==> src/rtl/spi_pkg.sv <==
// Shared types and constants for the SPI master slice: FSM state encoding,
// SPI mode constants and the default word length / clock divider.
package spi_pkg;

  localparam int DEFAULT_BITS    = 8;
  localparam int DEFAULT_CLK_DIV = 2;

  // Mode encoding is {CPOL, CPHA}; only CPHA=0 modes are supported.
  localparam logic [1:0] SPI_MODE0 = 2'b00;
  localparam logic [1:0] SPI_MODE2 = 2'b10;

  typedef enum logic [1:0] {
    IDLE  = 2'd0,
    LEAD  = 2'd1,
    XFER  = 2'd2,
    TRAIL = 2'd3
  } spi_state_t;

  // Clock polarity bit of a mode constant.
  function automatic logic mode_cpol(input logic [1:0] mode);
    return mode[1];
  endfunction

endpackage

==> src/rtl/spi_clk_tick.sv <==
// Half-period tick generator for the SPI master. Counts 0..CLK_DIV-1 while
// enabled and emits a one-cycle tick on the last count; held at zero when
// the master is idle so every transfer starts from a clean phase.
module spi_clk_tick #(
  parameter int CLK_DIV = 2
) (
  input  logic clk,
  input  logic rst_n,
  input  logic enable,
  output logic tick
);

  localparam int CNT_W = (CLK_DIV > 1) ? $clog2(CLK_DIV) : 1;
  localparam logic [CNT_W-1:0] CNT_MAX = CNT_W'(CLK_DIV - 1);

  logic [CNT_W-1:0] count;

  assign tick = enable && (count == CNT_MAX);

  // Divider counter: wraps on each tick, cleared whenever the master is idle.
  always_ff @(posedge clk or negedge rst_n) begin
    if (!rst_n) begin
      count <= '0;
    end else if (!enable || tick) begin
      count <= '0;
    end else begin
      count <= count + CNT_W'(1);
    end
  end

endmodule

==> src/rtl/spi_master.sv <==
// SPI master, mode 0 (CPOL=0, CPHA=0), MSB first, one transfer per accepted
// start. Transfer phases: IDLE -> LEAD -> XFER -> TRAIL -> IDLE, each phase
// step paced by spi_clk_tick. miso is sampled on the leading sclk edge and
// mosi advances on the trailing edge.
// Optional feature: define SPI_MASTER_CPOL_EN to add a cpol input captured
// at accept; cpol=1 inverts every sclk level (mode 2) and sclk idles at the
// last captured polarity.
module spi_master
  import spi_pkg::*;
#(
  parameter int BITS    = DEFAULT_BITS,
  parameter int CLK_DIV = DEFAULT_CLK_DIV
) (
  input  logic            clk,
  input  logic            rst_n,
  input  logic            start,
  input  logic [BITS-1:0] tx_data,
  output logic            busy,
  output logic            done,
  output logic [BITS-1:0] rx_data,
  output logic            sclk,
  output logic            ss_n,
  output logic            mosi,
  input  logic            miso
`ifdef SPI_MASTER_CPOL_EN
  ,
  input  logic            cpol
`endif
);

  localparam int EDGE_W = $clog2(2 * BITS + 1);
  localparam logic [EDGE_W-1:0] LAST_EDGE = EDGE_W'(2 * BITS - 1);

  spi_state_t state;
  spi_state_t state_next;

  logic              run;
  logic              tick;
  logic              accept;
  logic              rise_edge;
  logic              fall_edge;
  logic              last_fall;
  logic              finish;
  logic [EDGE_W-1:0] edge_cnt;
  logic [BITS-1:0]   tx_shift;
  logic [BITS-1:0]   rx_shift;
  logic              cpol_q;
  logic              cpol_load;

  assign run  = (state != IDLE);
  assign mosi = tx_shift[BITS-1];

  spi_clk_tick #(
    .CLK_DIV(CLK_DIV)
  ) u_tick (
    .clk   (clk),
    .rst_n (rst_n),
    .enable(run),
    .tick  (tick)
  );

`ifdef SPI_MASTER_CPOL_EN
  assign cpol_load = mode_cpol(cpol ? SPI_MODE2 : SPI_MODE0);

  // Polarity is latched per transfer so sclk keeps that idle level afterwards.
  always_ff @(posedge clk or negedge rst_n) begin
    if (!rst_n) begin
      cpol_q <= 1'b0;
    end else if (accept) begin
      cpol_q <= cpol_load;
    end
  end
`else
  assign cpol_load = mode_cpol(SPI_MODE0);
  assign cpol_q    = cpol_load;
`endif

  // State register.
  always_ff @(posedge clk or negedge rst_n) begin
    if (!rst_n) begin
      state <= IDLE;
    end else begin
      state <= state_next;
    end
  end

  // Next-state logic; the LEAD-ending tick is also the first leading sclk edge.
  always_comb begin
    state_next = state;
    case (state)
      IDLE:    if (start)     state_next = LEAD;
      LEAD:    if (tick)      state_next = XFER;
      XFER:    if (last_fall) state_next = TRAIL;
      TRAIL:   if (tick)      state_next = IDLE;
      default:                state_next = IDLE;
    endcase
  end

  // Per-cycle strobes; edge_cnt parity tells which sclk edge is next in XFER.
  always_comb begin
    accept    = 1'b0;
    rise_edge = 1'b0;
    fall_edge = 1'b0;
    last_fall = 1'b0;
    finish    = 1'b0;
    case (state)
      IDLE:  accept    = start;
      LEAD:  rise_edge = tick;
      XFER: begin
        rise_edge = tick && !edge_cnt[0];
        fall_edge = tick && edge_cnt[0];
        last_fall = tick && edge_cnt[0] && (edge_cnt == LAST_EDGE);
      end
      TRAIL: finish    = tick;
      default: ;
    endcase
  end

  // Datapath and registered SPI pins, driven by the strobes above.
  always_ff @(posedge clk or negedge rst_n) begin
    if (!rst_n) begin
      ss_n     <= 1'b1;
      sclk     <= 1'b0;
      busy     <= 1'b0;
      done     <= 1'b0;
      rx_data  <= '0;
      tx_shift <= '0;
      rx_shift <= '0;
      edge_cnt <= '0;
    end else begin
      done <= 1'b0;
      if (accept) begin
        tx_shift <= tx_data;
        rx_shift <= '0;
        edge_cnt <= '0;
        ss_n     <= 1'b0;
        busy     <= 1'b1;
        sclk     <= cpol_load;
      end
      if (rise_edge) begin
        sclk     <= ~cpol_q;
        rx_shift <= {rx_shift[BITS-2:0], miso};
        edge_cnt <= edge_cnt + EDGE_W'(1);
      end
      if (fall_edge) begin
        sclk     <= cpol_q;
        edge_cnt <= edge_cnt + EDGE_W'(1);
        if (!last_fall) begin
          tx_shift <= {tx_shift[BITS-2:0], 1'b0};
        end
      end
      if (finish) begin
        ss_n    <= 1'b1;
        busy    <= 1'b0;
        done    <= 1'b1;
        rx_data <= rx_shift;
      end
    end
  end

endmodule

==> config.mk <==
export PLATFORM = sky130hd
export DESIGN_NAME = spi_master
export DESIGN_NICKNAME = d
export VERILOG_FILES = /design/src/rtl/spi_pkg.sv /design/src/rtl/spi_clk_tick.sv /design/src/rtl/spi_master.sv
export SDC_FILE = /design/constraint.sdc
export NUM_CORES = 1
export LEC_CHECK = 0
export CAP_MARGIN = 20
export CORE_MARGIN = 2
export CORE_UTILIZATION = 44
export DETAILED_ROUTE_END_ITERATION = 12
export PLACE_DENSITY = 0.77
export SLEW_MARGIN = 30
export SYNTH_ARGS = -nofsm -noshare
export SYNTH_HDL_FRONTEND = slang
export SYNTH_SLANG_ARGS = --single-unit
==> constraint.sdc <==
create_clock -name clk -period 5.6 [get_ports clk]
set_input_delay 1.4 -clock clk [delete_from_list [all_inputs] [get_ports clk]]
set_output_delay 1.4 -clock clk [all_outputs]
set_load 0.03 [all_outputs]
==> results.md <==
* Status: finished clean
* Clk network pwr share at 0.161
* Reg2reg path depth at 5
* Vias/cell at 5.06
* M1 WL at 1390 um
* Final setup vio count at 0
* Post-Synthesis Cells at 146
* Final Wtd Congestion at 0.832
* Final WS setup at 2.71 ns
* Dpl ws at 2.51 ns
* Worst-Margin Slew at 0.487 ns
* H-tree Lvls at 2
* #FFs+latches synth at 36
* Die width at 66.7 um
* Number of global-route vias before repair at 1071
* Mapped Area at 0.00173 mm^2
* CP required at 4.20 ns
* Tmin final at 2.89 ns
* TritonCTS buffer count at 5
* Ports at 25
* Highest routing layer actually used: met4
* Setup bufs post-CTS at 0
* Power per cell area at 550 mW/mm^2
* Hold Fails Final Rpt at 0
* Initial antenna violation count at 0
* CTS Hold Bufs at 0
* Max-cap violations at 0
* Register area share after synthesis at 0.522
* # diodes at 0
* Pint at 0.719 mW
* Net Count, Synth at 165
* Pleak at 0.992 nW
* Met2 routed WL at 1460 um
* CTS max path bufs at 2
* Final Cycle Share at 0.517
* Root Buffer: clkbuf_8
* DR WL met3 at 164 um
* Sw Pwr at 0.440 mW
* Commonest non-fill, non-tap cell in the layout: dfrtp_1
* Rel. slew slack at 0.674
* Critical path's slowest cell: clkdlybuf4s50_1
* First-pass GRT wire length at 5170 um
* CP Cell Sequence: clkdlybuf4s50_1
* Worst-skew pair later-pin latency at 0.29 ns
* Die area at 0.00444 mm^2
* Initial core utilization at 0.465
* Worst Hold Class: flip-flop to flip-flop
* Final setup TNS at 0 ns
* Most frequent cells in the layout: dfrtp_1 (35), clkdlybuf4s50_1 (24), mux2_2 (20)
* Largest net degree at the start of global routing at 37
* Critical path class: flip-flop to output port
* Final Max Tran Viols at 0
* Clk pin slew, worst setup/hold paths at 0.07 ns
* Height of the chip at 66.7 um
* CP top delay family: buffers and inverters
* Vias at 1134
* Initial DRC Count at 39
* CTS tree: yes
* Layout cell share with drive strength beyond 1 at 0.210
* Syn Area/Cell at 11.8 um^2
* Wire length per cell at 13.7 um
* Fmax at 346 MHz
* DRT antenna net count at 0
* Nets@finish at 194
* # rows at 22
* Drt pass-1 iters at 4
* Sw frac at 0.380
* Crit end category: output port
* Logic pwr share at 0.462
* Port Buf Inserts at 24
* Dpl hpwl at 2120 um
* Syn. warnings at 0
* Layout area overhead at 21.9%
* RSZ-0062 raised after global routing: false
* All-Layer GR Usage at 0.161
* Hold Crit Depth at 1
* Synth cell types at 28
* Max FO, Critical Path at 2
* CP bufs+invs at 1
* Detailed Route WL at 3060 um
* CTS Sinks at 36
* Slowest cell delay on critical path at 0.67 ns
* CP Data Arrival Time at 1.49 ns
* Stages on worst setup path at 1
* Max IR drop VDD at 0.227 mV
* Clock Skew at 0.00741 ns
* Sequential share of power at 0.377
* PostCTS Resize Cnt at 0
* DRC Markers at 0
* Final hold slack at 0.477 ns
* Grt total ovfl at 0
* Startpoint class of the critical path: flip-flop
* Core Area at 0.00372 mm^2
cell usage after synthesis (all sizes together):
cell,count,area (um^2)
a211oi,1,7.51
a21boi,2,15.0
a21oi,6,30.0
and2b,1,7.51
and3,1,6.26
buf,4,26.3
dfrtp,35,876
dfstp,1,26.3
ha,7,87.6
inv,14,52.6
mux2,23,270
mux2i,11,110
nand2,19,76.3
nand2b,1,6.26
nand3,2,10.0
nor2,4,15.0
nor2b,2,12.5
nor3,1,16.3
o211ai,3,22.5
o21ai,3,15.0
o22a,1,8.76
o22ai,1,6.26
o311ai,1,8.76
o41ai,1,8.76
or3,1,6.26
layer usage:
metal / track usage / vias up
li1: - / 552
met1: 0.210 / 547
met2: 0.253 / 29
met3: 0.0524 / 6
met4: 0.0536 / 0
met5: 0 / -
metrics by stage:
stage	power [mW]	cell area [um^2]	util	std cells
after floorplan	0.820	1730	-	146
after global placement	0.951	2010	0.541	215
after detailed placement	0.975	2010	0.542	216
after CTS	1.17	2110	0.567	224
after global routing	1.25	2110	0.567	224
final	1.16	2110	0.567	224
cell families after synthesis:
logic type / after synthesis / synth area share
adder cells (fa/ha/maj): 7 / 0.0507
flip-flops: 36 / 0.522
AND/OR/NAND/NOR: 32 / 0.0905
multiplexers: 34 / 0.220
AO/OA/AOI/OAI: 19 / 0.0710
buffers and inverters: 18 / 0.0456
power groups by stage:
stage | registers (mW) | clock network [mW] | logic, mW
6_report | 0.437 | 0.187 | 0.536
5_1_grt | 0.453 | 0.214 | 0.579
3_5_place_dp | 0.440 | 0 | 0.534
2_1_floorplan | 0.501 | 0 | 0.319
4_1_cts | 0.437 | 0.194 | 0.539
3_3_place_gp | 0.435 | 0 | 0.516
layout make-up:
cell class,instances,area [um^2]
clock buffers,6,82.6
clock inverters,2,10.0
fillers,309,1610
inverters,14,52.6
multi-input cells,92,747
flip-flops and latches,36,902
well taps,48,60.1
repair buffers,26,253
state kept, by name, summed over array words and instances, names as in the netlist:
name and count:
rx_data 8, rx_shift 8, tx_shift 8, edge_cnt 5, state 2, busy 1
done 1, sclk 1, ss_n 1, u_tick.count 1
final timing paths:
| kind | from | end | slack [ns] |
|---|---|---|---|
| min reg2reg | edge_cnt[3]$_DFFE_PN0P_ | edge_cnt[3]$_DFFE_PN0P_ | 0.48 |
| max in group asynchronous | rst_n | ss_n$_DFFE_PN1P_ | 3.73 |
| min in group asynchronous | rst_n | busy$_DFFE_PN0P_ | 1.53 |
| min | edge_cnt[3]$_DFFE_PN0P_ | edge_cnt[3]$_DFFE_PN0P_ | 0.48 |
| max reg2reg | edge_cnt[0]$_DFFE_PN0P_ | tx_shift[2]$_DFF_PN0_ | 3.59 |
| max | ss_n$_DFFE_PN1P_ | ss_n | 2.71 |
No activity file was read; power rests on OpenSTA's default activity.
